`config.mk`:
```
export PLATFORM = sky130hd
export DESIGN_NAME = in_port
export DESIGN_NICKNAME = d
export VERILOG_FILES = /design/src/rtl/in_port.sv
export SDC_FILE = /design/constraint.sdc
export NUM_CORES = 1
export LEC_CHECK = 0
export CORE_UTILIZATION = 30
export CTS_CLUSTER_DIAMETER = 100
export CTS_CLUSTER_SIZE = 40
export DETAILED_ROUTE_END_ITERATION = 8
export GPL_TIMING_DRIVEN = 0
export HOLD_SLACK_MARGIN = 0.1
export PLACE_DENSITY = 0.5
export SYNTH_ARGS = -nofsm -noshare
export SYNTH_HDL_FRONTEND = slang
export SYNTH_SLANG_ARGS = --single-unit
export TNS_END_PERCENT = 20
```
`constraint.sdc`:
```
create_clock -name clock -period 2.6 [get_ports clock]
set_clock_uncertainty 0.1 [all_clocks]
set_input_delay 0.39 -clock clock [delete_from_list [all_inputs] [get_ports clock]]
set_output_delay 0.39 -clock clock [all_outputs]
set_load 0.03 [all_outputs]
```
`src/rtl/in_port.sv`:
```
// in_port: switch-bank input port with a debounced capture button and a
// request/acknowledge handshake toward the processor's IN instruction.
module in_port #(
    parameter logic [15:0] DEB_CYCLES = 16'd50000
) (
    input  logic        clock,
    input  logic        n_reset,
    input  logic [15:0] inp,
    input  logic        btn,
    input  logic        rd_req,
    output logic [15:0] inpval,
    output logic        rd_ack,
    output logic        valid,
    output logic        overrun,
    output logic        waiting
);

    typedef enum logic [1:0] {
        EMPTY = 2'd0,
        FULL  = 2'd1,
        WAIT  = 2'd2
    } state_t;

    logic [15:0] inp_s1_q, inp_s2_q;
    logic        btn_s1_q, btn_s2_q;
    logic [15:0] cnt_q, cnt_d;
    logic        btn_db_q, btn_db_d;
    logic        press;

    state_t      state_q, state_d;
    logic [15:0] inpval_q, inpval_d;
    logic        rd_ack_q, rd_ack_d;
    logic        valid_q, valid_d;
    logic        overrun_q, overrun_d;
    logic        waiting_q, waiting_d;
    logic        req;

    // Two-flop synchronizers for the asynchronous switches and button.
    always_ff @(posedge clock) begin
        if (!n_reset) begin
            inp_s1_q <= '0;
            inp_s2_q <= '0;
            btn_s1_q <= 1'b0;
            btn_s2_q <= 1'b0;
        end else begin
            inp_s1_q <= inp;
            inp_s2_q <= inp_s1_q;
            btn_s1_q <= btn;
            btn_s2_q <= btn_s1_q;
        end
    end

    // Debounce: count consecutive disagreeing cycles, flip btn_db once the
    // count reaches DEB_CYCLES; only the rising flip is reported as a press.
    always_comb begin
        cnt_d    = cnt_q;
        btn_db_d = btn_db_q;
        press    = 1'b0;
        if (btn_s2_q == btn_db_q) begin
            cnt_d = '0;
        end else if (({1'b0, cnt_q} + 17'd1) >= {1'b0, DEB_CYCLES}) begin
            btn_db_d = ~btn_db_q;
            cnt_d    = '0;
            press    = ~btn_db_q;
        end else if (cnt_q != 16'hFFFF) begin
            cnt_d = cnt_q + 16'd1;
        end
    end

    // Debounce state registers.
    always_ff @(posedge clock) begin
        if (!n_reset) begin
            cnt_q    <= '0;
            btn_db_q <= 1'b0;
        end else begin
            cnt_q    <= cnt_d;
            btn_db_q <= btn_db_d;
        end
    end

    // A request is not looked at during the cycle its acknowledge is shown,
    // because the processor only drops rd_req after seeing rd_ack.
    assign req = rd_req & ~rd_ack_q;

    // Port state machine: press always wins over a concurrent request, so a
    // simultaneous press+request in FULL delivers the new value one cycle later.
    always_comb begin
        state_d   = state_q;
        inpval_d  = inpval_q;
        rd_ack_d  = 1'b0;
        valid_d   = valid_q;
        overrun_d = overrun_q;
        waiting_d = waiting_q;
        unique case (state_q)
            EMPTY: begin
                if (press) begin
                    inpval_d = inp_s2_q;
                    valid_d  = 1'b1;
                    state_d  = FULL;
                end else if (req) begin
                    waiting_d = 1'b1;
                    state_d   = WAIT;
                end
            end
            FULL: begin
                if (press) begin
                    inpval_d  = inp_s2_q;
                    overrun_d = 1'b1;
                end else if (req) begin
                    rd_ack_d  = 1'b1;
                    valid_d   = 1'b0;
                    overrun_d = 1'b0;
                    state_d   = EMPTY;
                end
            end
            WAIT: begin
                if (press) begin
                    inpval_d  = inp_s2_q;
                    rd_ack_d  = 1'b1;
                    waiting_d = 1'b0;
                    state_d   = EMPTY;
                end else if (!rd_req) begin
                    waiting_d = 1'b0;
                    state_d   = EMPTY;
                end
            end
            default: begin
                state_d = EMPTY;
            end
        endcase
    end

    // State and registered outputs; reset abandons any pending request.
    always_ff @(posedge clock) begin
        if (!n_reset) begin
            state_q   <= EMPTY;
            inpval_q  <= '0;
            rd_ack_q  <= 1'b0;
            valid_q   <= 1'b0;
            overrun_q <= 1'b0;
            waiting_q <= 1'b0;
        end else begin
            state_q   <= state_d;
            inpval_q  <= inpval_d;
            rd_ack_q  <= rd_ack_d;
            valid_q   <= valid_d;
            overrun_q <= overrun_d;
            waiting_q <= waiting_d;
        end
    end

    assign inpval  = inpval_q;
    assign rd_ack  = rd_ack_q;
    assign valid   = valid_q;
    assign overrun = overrun_q;
    assign waiting = waiting_q;

endmodule
```
==> impl_metrics.env, run 1 <==
export IMPL_status="complete, no violations"
export IMPL_dpl_cell_area_sq_um=3530
export IMPL_rows=35
export IMPL_synth_top_flop_cell="dfxtp_1"
export IMPL_fillers=924
export IMPL_setup_viol=0
export IMPL_synth_common_cells="dfxtp_1 (73), nand2_1 (44), and2_1 (36)"
export IMPL_viasPerCell=4.45
export IMPL_final_cell_count_no_fill=515
export IMPL_hold_class="reg -> reg"
export IMPL_dpl_hpwl_mm=4.25
export IMPL_pre_cts_ws_ns=-0.338
export IMPL_die_h_microns=101
export IMPL_grt_max_degree=16
export IMPL_dieArea_sq_um=10300
export IMPL_setup_tns_ns=0
export IMPL_p_comb_share_pct=5.8
export IMPL_swShare_pct=25.0
export IMPL_yosysTopAreaCell="dfxtp_1"
export IMPL_antenna_found_initial=0
export IMPL_antennaDiodeCount=0
export IMPL_leakagePower_nw=1.53
export IMPL_ios=40
export IMPL_area_growth_pct=39.0
export IMPL_clock_path_buffers=2
export IMPL_syn_area_sq_um=2960
export IMPL_start_kind="register"
export IMPL_finalInstanceArea_sq_um=4120
export IMPL_async_flop_share_pct=0
export IMPL_routed_wl_mm=6.61
export IMPL_period_minus_slack_ns=2.55
export IMPL_ys_ff_latch=73
export IMPL_worstPathArrival_ns=2.72
export IMPL_crit_required_ns=2.77
export IMPL_synth_cell_type_count=52
export IMPL_routabilityCongestion=0.793
export IMPL_drtAntennaViolNets=0
export IMPL_start_util_pct=31.5
export IMPL_synth_warnings=0
export IMPL_clockRootBuffer="clkbuf_8"
export IMPL_ir_worst_vdd_mv=0.248
export IMPL_fmax_mhz=393
export IMPL_cp_max_fo=7
export IMPL_p_seq_share_pct=51.9
export IMPL_synth_edf_count=0
export IMPL_switchingPower_mw=0.559
export IMPL_wl_per_cell_microns=12.8
export IMPL_maxSlewViolCount=0
export IMPL_post_route_period_util_pct=98.0
export IMPL_setup_slack_ns=0.0530
export IMPL_clk_pin_slew_ns=0.09
export IMPL_cts_buffers_inserted=9
export IMPL_grt_pass1_wl_mm=10.8
export IMPL_io_buffers=38
export IMPL_num_vias=2294
export IMPL_h_tree_depth=3
export IMPL_tightest_slew_ns=0.494
export IMPL_ys_seq_area_share_pct=49.3
export IMPL_finalHoldViolations=0
export IMPL_drtPass1Iterations=4
export IMPL_grt_usage_pct=13.9
export IMPL_cap_viol_max_count=0
export IMPL_synth_area_top_cells="dfxtp_1 (49%), and2_1 (7.6%), mux2i_1 (7.1%)"
export IMPL_end_kind="register"
export IMPL_grt_pass1_vias=2252
export IMPL_overflow=0
export IMPL_clkPwrFrac_pct=42.3
export IMPL_nets=406
export IMPL_synth_avg_cell_area_sq_um=9.65
export IMPL_clkSinkCount=73
export IMPL_cts_tree="built"
export IMPL_p_int_mw=1.67
export IMPL_drive_gt1_share_pct=21.2
export IMPL_worstSetupPathType="reg -> reg"
export IMPL_p_per_area_nw_per_um2=543
export IMPL_synth_most_common_cell="dfxtp_1"
export IMPL_synthCells=307
export IMPL_dp_cells=474
export IMPL_slew_limit_headroom_pct=67.0
export IMPL_insertion_delay_ns=0.34
export IMPL_post_route_util_pct=43.7
export IMPL_syn_num_nets=332
export IMPL_synth_top_area_share_pct=49.3
export IMPL_drt_iter0_markers=58
export IMPL_total_power_mw=2.23
export IMPL_die_x_microns=101
export IMPL_rsz0062_at_grt="true"
export IMPL_fin_hold_ws_ns=0.337
export IMPL_drc=0
export IMPL_core_area_sq_um=9420
-- registers in the layout, summed over array words and instances (netlist names) --
signal	count
cnt_q	16
inp_s1_q	16
inp_s2_q	16
inpval	16
state_q	2
btn_db_q	1
btn_s1_q	1
btn_s2_q	1
overrun	1
rd_ack	1
valid	1
waiting	1
-- final timing paths --
kind	start	end	slack, ns	cells past startpoint
hold reg to reg	inp_s1_q[13]	inp_s2_q[13]	0.34	1
hold / removal	inp_s1_q[13]	inp_s2_q[13]	0.34	1
setup reg to reg	cnt_q[0]	inpval[11]	0.05	9
setup / recovery	cnt_q[0]	inpval[11]	0.05	9
-- kinds of logic (layout without fill, tap and decap cells) --
| kind of cell | after synthesis | in the layout | synth area share, % |
|---|---|---|---|
| and+or+nand+nor | 136 | 136 | 25.1 |
| DFF | 73 | 73 | 49.3 |
| AOI/OAI and AO/OA | 35 | 35 | 8.24 |
| buffers and inverters | 26 | 105 | 4.82 |
| muxes | 22 | 22 | 7.48 |
| xor gates and xnor gates | 10 | 10 | 2.96 |
| adders and majority gates | 5 | 5 | 2.11 |
-- final cells by class --
type                       count  area, sq um  share of cell area [%]
clock inverter                 7         85.1                    2.07
clock buffer                   9          124                    3.01
inverter                       7         26.3                   0.638
timing repair buffer          65          647                    15.7
multi-input combinational    208         1480                    36.0
buffer                        17          114                    2.77
sequential                    73         1480                    35.8
tap                          129          161                    3.92
-- critical path, cell delays in order, from the launching register on --
cell and delay (ns):
dfxtp_4 0.39, ha_4 0.14, and3_4 0.25, a22oi_1 0.11, o32a_1 0.32, or4b_4 0.58
nor2_8 0.17, buf_6 0.12, buf_12 0.11, mux2i_1 0.18
-- per-layer routing --
metal  vias to the layer above  GRT usage [%]  part of all wire [%]
met4                         0           7.47                   1.9
met5                         -              0                     0
met2                        44           21.8                    45
met3                        10           3.11                   2.8
met1                      1049           18.0                    50
li1                       1191              -                     -
-- layout by cell type, fill, tap and decap left out, types with 6 or more instances in the layout --
| master | n |
|---|---|
| nor2_1 | 16 |
| a21oi_1 | 14 |
| buf_4 | 21 |
| nand3_1 | 6 |
| dfxtp_1 | 68 |
| mux2i_1 | 21 |
| buf_6 | 8 |
| inv_1 | 7 |
| clkbuf_8 | 9 |
| clkdlybuf4s50_1 | 38 |
| xor2_1 | 6 |
| clkbuf_1 | 10 |
| and2_1 | 36 |
| nand2_1 | 42 |
-- timing repair --
item / in CTS / in global routing
buffers inserted: 23 / 4
gates resized for setup: 19 / 22
pin swaps: 11 / 12
hold buffers: 0 / 0
setup endpoints to repair: 36 / 37
cloned: 1 / 0
-- power groups by stage --
stage / combinational [mW] / clock [mW] / sequential (mW)
3_3_place_gp: 0.127 / 0 / 1.19
6_report: 0.130 / 0.945 / 1.16
5_1_grt: 0.144 / 1.02 / 1.16
3_5_place_dp: 0.127 / 0 / 1.19
2_1_floorplan: 0.0630 / 0 / 1.19
4_1_cts: 0.131 / 0.983 / 1.16
No activity file was read; power rests on OpenSTA's default activity.
==> inputs of run 2 (changes only) <==
CORE_UTILIZATION = 47   (was 30)
GPL_TIMING_DRIVEN = 1   (was 0)
PLACE_DENSITY = 0.72   (was 0.5)
==> run 2 against run 1 <==
The flow now finishes with violations (negative setup slack). Sequential power hardly changed. Core utilization rose by 20 points. First-iteration DRC count shrank 5.2%. Non-clock buffer count decreased by 19. Wire length decreased by 13%. Sequential cell count is the same. Critical path type unchanged.
==> impl_metrics.env, run 2 (same netlist as run 1, synthesis figures left out) <==
export IMPL_start_util_pct=49.4
export IMPL_setup_viol=1
export IMPL_dpl_cell_area_sq_um=3500
export IMPL_rows=28
export IMPL_start_kind="register"
export IMPL_ir_worst_vdd_mv=0.481
export IMPL_crit_buf_inv=1
export IMPL_clockRootBuffer="clkbuf_8"
export IMPL_cap_viol_max_count=0
export IMPL_worstSetupPathType="reg -> reg"
export IMPL_hold_class="in -> reg"
export IMPL_drive_gt1_share_pct=19.3
export IMPL_post_route_util_pct=63.9
export IMPL_antennaDiodeCount=0
export IMPL_final_cell_mix="dfxtp_1 (62), nand2_1 (44), clkdlybuf4s50_1 (38)"
export IMPL_drc=0
export IMPL_post_route_period_util_pct=100
export IMPL_cp_max_fo=10
export IMPL_period_minus_slack_ns=2.60
export IMPL_final_common_cell="dfxtp_1"
export IMPL_crit_required_ns=2.79
export IMPL_setup_slack_ns=-0.00324
export IMPL_tightest_slew_ns=0.529
export IMPL_r2r_setup_slack_ns=-0.003
export IMPL_r2r_end="state_q[1]"
export IMPL_p_per_area_nw_per_um2=551
export IMPL_fin_hold_ws_ns=0.334
export IMPL_rsz0062_at_grt="true"
export IMPL_drtAntennaViolNets=0
export IMPL_leakagePower_nw=1.41
export IMPL_wl_per_cell_microns=13.0
export IMPL_dpl_hpwl_mm=3.62
export IMPL_cts_tree="built"
export IMPL_drtPass1Iterations=4
export IMPL_hold_path_depth=3
export IMPL_reg2regPathDepth=8
export IMPL_holdBufCountCts=0
export IMPL_slew_limit_headroom_pct=64.8
export IMPL_slowest_delay_ns=0.53
export IMPL_status="finished, violations left"
export IMPL_h_tree_depth=3
export IMPL_core_area_sq_um=5990
export IMPL_cpMaxStageDelayCell="or4b_4"
export IMPL_finalInstanceArea_sq_um=3830
export IMPL_violations="negative setup slack"
export IMPL_antenna_found_initial=0
export IMPL_finalHoldViolations=0
export IMPL_grt_pass1_wl_mm=8.89
export IMPL_end_kind="register"
export IMPL_area_growth_pct=29.2
export IMPL_hp_start="n_reset"
export IMPL_critical_path_top_delay_family="simple AND/OR/NAND/NOR gates"
export IMPL_grt_pass1_vias=1985
export IMPL_drt_iter0_markers=55
export IMPL_grt_usage_pct=18.0
export IMPL_cts_buffers_inserted=9
export IMPL_fmax_mhz=384
export IMPL_clock_path_buffers=2
export IMPL_die_x_microns=81.4
export IMPL_num_vias=2261
export IMPL_routabilityCongestion=0.822
export IMPL_viasPerCell=5.12
export IMPL_insertion_delay_ns=0.35
export IMPL_grt_max_degree=32
export IMPL_setup_tns_ns=-0.00324
export IMPL_io_buffers=39
export IMPL_die_h_microns=81.4
export IMPL_clkSinkCount=73
export IMPL_maxSlewViolCount=0
export IMPL_overflow=0
export IMPL_crit_reg2reg_launch="cnt_q[2]"
export IMPL_worstPathArrival_ns=2.79
export IMPL_total_power_mw=2.11
export IMPL_routed_wl_mm=5.74
export IMPL_pre_cts_ws_ns=-0.0553
export IMPL_ios=40
export IMPL_clk_pin_slew_ns=0.09
export IMPL_crit_chain="nand4_1 > or3_1 > o221ai_2 > nor4_4 > or4b_4 > buf_4 > a2111o_1 > nand3_1"
export IMPL_dieArea_sq_um=6620
export IMPL_dp_cells=421
export IMPL_hold_path_end="rd_ack"
export IMPL_nets=387
export IMPL_final_cell_count_no_fill=442
run 2: timing repair:
item	4_1_cts	5_1_grt
resized for setup	6	17
buffers inserted	0	4
gates cloned	0	1
pin swaps	0	7
endpoints found under the setup margin	19	31
run 2: tightest hold or removal path: cells and delay by family:
| family | cells | cell delay, ns |
|---|---|---|
| buffers and inverters | 1 | 0.21 |
| and+or+nand+nor | 2 | 0.15 |
run 2: worst max-delay path by stage:
stage,start,endpoint,slack (ns),cells past startpoint
after floorplan,cnt_q[0],inpval[10],0.01,11
after global placement,cnt_q[1],inpval[6],0.007,10
after detailed placement,cnt_q[2],inpval[7],-0.06,9
after CTS,cnt_q[1],inpval[7],-0.008,10
after global routing,cnt_q[1],state_q[1],-0.07,9
final,cnt_q[2],state_q[1],-0.003,8
run 2: routing by layer:
metal | GRT usage [%] | vias up | wire (microns)
met5 | 0 | - | 0
met4 | 10.2 | 0 | 133
met3 | 3.71 | 14 | 207
met2 | 27.8 | 55 | 2720
met1 | 23.1 | 1035 | 2680
li1 | - | 1157 | -
run 2: final cells by class:
class / instances / area, sq um
clock inverters: 7 / 58.8
fillers: 484 / 2160
well taps: 75 / 93.8
clock buffers: 9 / 124
repair buffers: 63 / 603
inverters: 7 / 26.3
multi-input cells: 208 / 1440
flip-flops and latches: 73 / 1480
run 2: power by group:
part           switching (mW)  total, mW  internal [mW]
clock network           0.463      0.824          0.361
logic                  0.0601      0.124         0.0635
registers              0.0127       1.16           1.15
